<file path="src/rtl/f1_game_pkg.sv">
// Shared types and constants for the F1 reaction-time game controller.
package f1_game_pkg;

    typedef enum logic [2:0] {
        IDLE,
        ARM,
        SEQ,
        FULL,
        TIMING,
        DONE,
        JUMP,
        TOUT
    } state_t;

    localparam logic [7:0] LIGHTS_ALL_ON   = 8'hFF;
    localparam int         CLKS_PER_MS_DEF = 50000;
    localparam int         TIMEOUT_MS_DEF  = 2000;
    localparam int         TIME_WIDTH_DEF  = 16;

endpackage

</file>
<file path="src/rtl/f1_reaction_ctrl_if.sv">
// Signal bundle between the game controller and its surroundings (buttons, lights, display).
interface f1_reaction_ctrl_if #(
    parameter int LIGHTS_WIDTH = 8,
    parameter int TIME_WIDTH   = 16
);
    logic                    start_btn;
    logic                    react_btn;
    logic [LIGHTS_WIDTH-1:0] lights;
    logic                    trigger;
    logic                    busy;
    logic [TIME_WIDTH-1:0]   react_time;
    logic                    result_valid;
    logic                    jump_start;
    logic                    timeout;
    logic [TIME_WIDTH-1:0]   best_time;

    modport master (
        output start_btn, react_btn, lights,
        input  trigger, busy, react_time, result_valid, jump_start, timeout, best_time
    );

    modport slave (
        input  start_btn, react_btn, lights,
        output trigger, busy, react_time, result_valid, jump_start, timeout, best_time
    );
endinterface

</file>
<file path="src/rtl/f1_reaction_ctrl_ms_timer.sv">
// Millisecond timebase: prescaler plus a saturating ms counter with a timeout compare.
module ms_timer #(
    parameter int CLKS_PER_MS = 50000,
    parameter int TIME_WIDTH  = 16,
    parameter int TIMEOUT_MS  = 2000
) (
    input  logic                  clk,
    input  logic                  rst,
    input  logic                  clear,
    input  logic                  enable,
    output logic [TIME_WIDTH-1:0] ms_count,
    output logic                  limit_hit
);
    localparam int                    PW         = $clog2(CLKS_PER_MS);
    localparam logic [PW-1:0]         PRESC_LAST = PW'(CLKS_PER_MS - 1);
    localparam logic [TIME_WIDTH-1:0] MS_LIMIT   = TIME_WIDTH'(TIMEOUT_MS);

    logic [PW-1:0]         presc_q, presc_d;
    logic [TIME_WIDTH-1:0] ms_q, ms_d;

    always_comb begin
        presc_d = presc_q;
        ms_d    = ms_q;
        if (clear) begin
            presc_d = '0;
            ms_d    = '0;
        end else if (enable) begin
            if (presc_q == PRESC_LAST) begin
                presc_d = '0;
                // Hold at all-ones rather than wrapping back to a small time.
                if (ms_q != '1) begin
                    ms_d = ms_q + TIME_WIDTH'(1);
                end
            end else begin
                presc_d = presc_q + PW'(1);
            end
        end
    end

    always_ff @(posedge clk) begin
        if (!rst) begin
            presc_q <= '0;
            ms_q    <= '0;
        end else begin
            presc_q <= presc_d;
            ms_q    <= ms_d;
        end
    end

    assign ms_count  = ms_q;
    assign limit_hit = (ms_q >= MS_LIMIT);
endmodule

</file>
<file path="src/rtl/f1_reaction_ctrl.sv">
// F1 lights-out game controller: triggers the lights, times the driver reaction, flags fouls.
module f1_reaction_ctrl
    import f1_game_pkg::*;
#(
    parameter int LIGHTS_WIDTH = $bits(LIGHTS_ALL_ON),
    parameter int CLKS_PER_MS  = CLKS_PER_MS_DEF,
    parameter int TIME_WIDTH   = TIME_WIDTH_DEF,
    parameter int TIMEOUT_MS   = TIMEOUT_MS_DEF
) (
    input  logic              clk,
    input  logic              rst,
    f1_reaction_ctrl_if.slave bus
);
    state_t                state_q, state_d;
    logic                  start_prev_q, react_prev_q;
    logic                  result_valid_q, result_valid_d;
    logic                  jump_start_q, jump_start_d;
    logic                  timeout_q, timeout_d;
    logic [TIME_WIDTH-1:0] react_time_q, react_time_d;
    logic [TIME_WIDTH-1:0] best_time_q, best_time_d;

    logic                  start_rise, react_rise, lights_full, lights_out;
    logic [TIME_WIDTH-1:0] ms_count;
    logic                  limit_hit;

    assign start_rise  = bus.start_btn & ~start_prev_q;
    assign react_rise  = bus.react_btn & ~react_prev_q;
    assign lights_full = &bus.lights;
    assign lights_out  = (bus.lights == '0);

    // The timer sits cleared outside TIMING, so it starts from zero on lights-out.
    ms_timer #(
        .CLKS_PER_MS(CLKS_PER_MS),
        .TIME_WIDTH (TIME_WIDTH),
        .TIMEOUT_MS (TIMEOUT_MS)
    ) u_ms_timer (
        .clk      (clk),
        .rst      (rst),
        .clear    (state_q != TIMING),
        .enable   (state_q == TIMING),
        .ms_count (ms_count),
        .limit_hit(limit_hit)
    );

    always_comb begin
        state_d        = state_q;
        result_valid_d = 1'b0;
        jump_start_d   = jump_start_q;
        timeout_d      = timeout_q;
        react_time_d   = react_time_q;
        best_time_d    = best_time_q;
        case (state_q)
            IDLE: begin
                if (start_rise) begin
                    state_d      = ARM;
                    jump_start_d = 1'b0;
                    timeout_d    = 1'b0;
                end
            end
            ARM:  state_d = SEQ;
            SEQ: begin
                if (react_rise) begin
                    state_d      = JUMP;
                    jump_start_d = 1'b1;
                end else if (lights_full) begin
                    state_d = FULL;
                end
            end
            FULL: begin
                // A press coinciding with lights-out is still a jump start.
                if (react_rise) begin
                    state_d      = JUMP;
                    jump_start_d = 1'b1;
                end else if (lights_out) begin
                    state_d = TIMING;
                end
            end
            TIMING: begin
                if (react_rise) begin
                    state_d        = DONE;
                    react_time_d   = ms_count;
                    result_valid_d = 1'b1;
                    if (ms_count < best_time_q) begin
                        best_time_d = ms_count;
                    end
                end else if (limit_hit) begin
                    state_d   = TOUT;
                    timeout_d = 1'b1;
                end
            end
            default: state_d = IDLE;
        endcase
    end

    always_ff @(posedge clk) begin
        start_prev_q <= bus.start_btn;
        react_prev_q <= bus.react_btn;
        if (!rst) begin
            state_q        <= IDLE;
            result_valid_q <= 1'b0;
            jump_start_q   <= 1'b0;
            timeout_q      <= 1'b0;
            react_time_q   <= '0;
            best_time_q    <= '1;
        end else begin
            state_q        <= state_d;
            result_valid_q <= result_valid_d;
            jump_start_q   <= jump_start_d;
            timeout_q      <= timeout_d;
            react_time_q   <= react_time_d;
            best_time_q    <= best_time_d;
        end
    end

    assign bus.trigger      = (state_q == ARM);
    assign bus.busy         = (state_q == ARM) || (state_q == SEQ) ||
                              (state_q == FULL) || (state_q == TIMING);
    assign bus.react_time   = react_time_q;
    assign bus.result_valid = result_valid_q;
    assign bus.jump_start   = jump_start_q;
    assign bus.timeout      = timeout_q;
    assign bus.best_time    = best_time_q;
endmodule

</file>
<file path="src/flat_wrapper.sv">
// flat-port wrapper written by rule: the top's interface ports become plain ports
module f1_reaction_ctrl_flat import f1_game_pkg::*;
#(
    parameter int LIGHTS_WIDTH = $bits(LIGHTS_ALL_ON),
    parameter int CLKS_PER_MS  = CLKS_PER_MS_DEF,
    parameter int TIME_WIDTH   = TIME_WIDTH_DEF,
    parameter int TIMEOUT_MS   = TIMEOUT_MS_DEF
)
  (clk, rst, bus_start_btn, bus_react_btn, bus_lights, bus_trigger, bus_busy, bus_react_time, bus_result_valid, bus_jump_start, bus_timeout, bus_best_time);
  f1_reaction_ctrl_if #(.LIGHTS_WIDTH(LIGHTS_WIDTH), .TIME_WIDTH(TIME_WIDTH)) bus_i ();
  input  logic clk;
  input  logic rst;
  input wire logic [$bits(bus_i.start_btn)-1:0] bus_start_btn;
  input wire logic [$bits(bus_i.react_btn)-1:0] bus_react_btn;
  input wire logic [$bits(bus_i.lights)-1:0] bus_lights;
  output wire logic [$bits(bus_i.trigger)-1:0] bus_trigger;
  output wire logic [$bits(bus_i.busy)-1:0] bus_busy;
  output wire logic [$bits(bus_i.react_time)-1:0] bus_react_time;
  output wire logic [$bits(bus_i.result_valid)-1:0] bus_result_valid;
  output wire logic [$bits(bus_i.jump_start)-1:0] bus_jump_start;
  output wire logic [$bits(bus_i.timeout)-1:0] bus_timeout;
  output wire logic [$bits(bus_i.best_time)-1:0] bus_best_time;
  assign bus_i.start_btn = bus_start_btn;
  assign bus_i.react_btn = bus_react_btn;
  assign bus_i.lights = bus_lights;
  assign bus_trigger = bus_i.trigger;
  assign bus_busy = bus_i.busy;
  assign bus_react_time = bus_i.react_time;
  assign bus_result_valid = bus_i.result_valid;
  assign bus_jump_start = bus_i.jump_start;
  assign bus_timeout = bus_i.timeout;
  assign bus_best_time = bus_i.best_time;
  f1_reaction_ctrl #(.LIGHTS_WIDTH(LIGHTS_WIDTH), .CLKS_PER_MS(CLKS_PER_MS), .TIME_WIDTH(TIME_WIDTH), .TIMEOUT_MS(TIMEOUT_MS)) u_core (.clk(clk), .rst(rst), .bus(bus_i));
endmodule
</file>
<file path="config.mk">
export PLATFORM = sky130hd
export DESIGN_NAME = f1_reaction_ctrl_flat
export DESIGN_NICKNAME = d
export VERILOG_FILES = /design/src/rtl/f1_game_pkg.sv /design/src/rtl/f1_reaction_ctrl_if.sv /design/src/rtl/f1_reaction_ctrl_ms_timer.sv /design/src/rtl/f1_reaction_ctrl.sv /design/src/flat_wrapper.sv
export SDC_FILE = /design/constraint.sdc
export NUM_CORES = 1
export LEC_CHECK = 0
export CAP_MARGIN = 5
export CORE_ASPECT_RATIO = 0.7
export CORE_MARGIN = 2
export CORE_UTILIZATION = 40
export CTS_CLUSTER_SIZE = 14
export DETAILED_ROUTE_END_ITERATION = 10
export SLEW_MARGIN = 20
export SYNTH_ARGS = -nofsm -noshare
export SYNTH_HDL_FRONTEND = slang
export SYNTH_SLANG_ARGS = --single-unit
</file>
<file path="constraint.sdc">
create_clock -name clk -period 2.1 [get_ports clk]
set_input_delay 0.42 -clock clk [delete_from_list [all_inputs] [get_ports clk]]
set_output_delay 0.42 -clock clk [all_outputs]
set_load 0.005 [all_outputs]
</file>
==> summary.txt <==
Run status
  – Status: complete, no violations

Cells and area
  – Layout cells sized above 1: 0.166
  – Nets: 530
  – Seq. cell area: 0.00145 mm2
  – Antenna diode count: 0
  – Area Growth Syn to Fin: 37.4%
  – Commonest non-fill, non-tap cell in the layout: dfxtp_1
  – Fillers: 797
  – Most frequent cells in the layout: dfxtp_1, nand2_1, clkdlybuf4s50_1, buf_4, o211ai_1
  – Multi-input gate area: 0.00201 mm2

Logic synthesis
  – Post-synthesis xor/xnor area fraction: 0.0399
  – Fraction of registers with async set/reset: 0
  – Number of flops mapped to enable cells by yosys: 0
  – Post-synth cell types: 43
  – Synth top area share: 0.410
  – Mapped Cells: 413
  – Post-synthesis compound-gate area fraction: 0.200
  – Post-Synth Adder-Cell Area: 0.0641
  – Multiplexer share of the synthesized area: 0.00285
  – Register bit total from synthesis: 72
  – Largest family of logic cells by synthesized area: simple AND/OR/NAND/NOR gates
  – Prevailing post-synth register cell: dfxtp_1
  – Synth Cell Area: 0.00352 mm2
  – Synth warn: 0
  – Synth area leader: dfxtp_1
  – Most area-consuming cells after synthesis: dfxtp_1, o211ai_1, ha_1, nand2_1, a21boi_0
  – Register area share after synthesis: 0.410
  – Post-synthesis simple-gate area fraction: 0.238
  – Mapped Avg Cell Area: 8.51 um2
  – Mapped Nets: 443

STA
  – Maximum clock rate: 0.501 GHz
  – Setup ws final: 0.104 ns
  – Fin. Hold Viols: 0
  – Slew Limit Fails: 0
  – Tmin final: 2.00 ns
  – Aggregate negative setup slack: 0 ns
  – RSZ-0062 raised after global routing: false
  – Slew at the pin closest to its max-slew limit: 0.551 ns
  – Worst rel slew slack: 0.632
  – Final setup vio count: 0
  – Period utilization: 0.951
  – Clock skew: 0.00327 ns

Placed design
  – PortBufs: 48
  – Pre-CTS setup slack: 0.00898 ns
  – RD Place Congestion: 0.856
  – Placed wire-length estimate: 6.86 mm

Routing
  – Via Count: 3272
  – DR WL/cell: 15.1 um
  – First-pass iteration count of the detailed router: 5
  – Via/cell ratio: 5.24
  – Post-route ant nets: 0
  – Final wirelength: 9.47 mm
  – Initial DRC Count: 194
  – # DRC: 0

CTS
  – Clock Latency Late Sink: 0.33 ns
  – TritonCTS Buffers: 9
  – CTS tree: done
  – Hold buffers post-CTS: 0
  – Clock Sinks: 72
  – Clk buf depth: 2
  – H-tree depth: 3
  – Reg clk slew, reported paths: 0.06 ns
  – Clock root buffer: clkbuf_16

Setup path
  – Slowest cell on crit path: clkdlybuf4s50_1
  – Crit start category: register
  – R2r setup slk: 0.11 ns
  – Maximum fanout along the worst path: 11
  – WP data required: 1.68 ns
  – Worst Reg2Reg Path Length in Cells: 7
  – CP Cell Sequence: buf_4, nor2_4, xnor2_1, clkdlybuf4s50_1
  – Crit path max-delay family: buffers and inverters
  – WP data arrival: 1.58 ns
  – Crit path capture type: primary output
  – CP Class: register to primary output
  – Buffers and inverters on the worst path: 2
  – Levels on crit path: 4
  – Max stage delay on crit path: 0.51 ns

Die
  – IO Count: 49
  – Placement row count: 28
  – Die H: 82.4 um
  – Die Span X: 116 um
  – Initial Util: 0.415
  – Area of the core: 0.00848 mm2
  – Die area: 0.00957 mm2

Power
  – Overall Power: 3.17 mW
  – Leakage: 1.87 nW
  – Worst VDD drop: 0.000337 V
  – Pwr/cell area: 657 mW/mm2

Worst hold path
  – HP Class: register to register
  – Hold Path Cell Cnt: 2

Global route
  – Initial antenna violation count: 0
  – Tot GR Track Use: 0.210
  – Total congestion overflow: 0
  – Largest net degree at the start of global routing: 40
  – Global-route wire length before repair: 15.3 mm
  – Vias in the first global route: 3002

Flow run
  – Max-Cap Viols: 0
## state kept, by name, summed over array words and instances, names as in the netlist
| name | cells |
|---|---|
| u_core.bus.best_time | 16 |
| u_core.bus.react_time | 16 |
| u_core.u_ms_timer.ms_count | 16 |
| u_core.u_ms_timer.presc_q | 16 |
| u_core.state_q | 3 |
| u_core.bus.jump_start | 1 |
| u_core.bus.result_valid | 1 |
| u_core.bus.timeout | 1 |
| u_core.react_prev_q | 1 |
| u_core.start_prev_q | 1 |
## metrics by stage
step                       util  cells  hold slack, ns  area [um2]
final                     0.570    625           0.459        4830
after CTS                 0.559    623           0.464        4740
after global routing      0.570    625           0.479        4830
after detailed placement  0.525    607           0.456        4450
after floorplan               -    413           0.426        3540
after global placement    0.525    607           0.452        4450
## cells by family (layout without fill, tap and decap cells)
kind of cell | Yosys count | in the layout
compound gates | 104 | 104
xor+xnor | 16 | 16
fa+ha+maj | 18 | 18
buf+inv | 42 | 134
flops | 72 | 72
mux | 1 | 1
simple gates | 160 | 160
## tightest hold or removal path, cell delays in order (launching register included)
cell	delay, ns
dfxtp_1	0.30
nand2_1	0.05
a21boi_0	0.06
## timing repair
| action | 4_1_cts | 5_1_grt |
|---|---|---|
| gates cloned | 0 | 1 |
| pin swaps | 0 | 6 |
| setup buffers | 0 | 1 |
| gates resized for setup | 1 | 19 |
| setup endpoints to repair | 1 | 32 |
## area by class of cell
cell class	instances	area share
clock buffer	13	0.0560
sequential	72	0.299
multi-input combinational	299	0.416
timing repair buffer	95	0.176
clock inverter	3	0.00311
tap	120	0.0311
inverter	23	0.0179
## cell usage after synthesis (5+ instances only)
cell      count
a21boi_0     16
a21oi_1      21
and3_1        6
and4_1        6
clkbuf_1     16
dfxtp_1      72
ha_1         18
inv_1        23
nand2_1      55
nand3_1      13
nand4_1       5
nor2_1       27
nor3_1        8
o211ai_1     37
o21ai_0      17
or3_1        10
or4_1         5
xnor2_1      11
xor2_1        5
## report_power, final
part / internal [mW] / switching (mW)
Clock: 0.890 / 0.565
Sequential: 1.39 / 0.0135
Combinational: 0.159 / 0.154
Total: 2.44 / 0.732
## routing by layer
metal / vias up / track usage / part of all wire
met2: 110 / 0.299 / 0.40
met3: 11 / 0.0555 / 0.068
met1: 1491 / 0.310 / 0.52
met4: 0 / 0.0571 / 0.0098
met5: - / 0 / 0
li1: 1660 / - / -
## final timing paths
| kind | startpoint | end |
|---|---|---|
| max | u_core.state_q[0]$_SDFFE_PN0P_ | bus_busy |
| min | u_core.bus.react_time[15]$_SDFFE_PN0P_ | u_core.bus.react_time[15]$_SDFFE_PN0P_ |
| min reg2reg | u_core.bus.react_time[15]$_SDFFE_PN0P_ | u_core.bus.react_time[15]$_SDFFE_PN0P_ |
| max reg2reg | u_core.u_ms_timer.ms_count[5]$_SDFFE_PN0P_ | u_core.bus.best_time[8]$_SDFFE_PN1P_ |
Power figures use the tool's default switching activity.
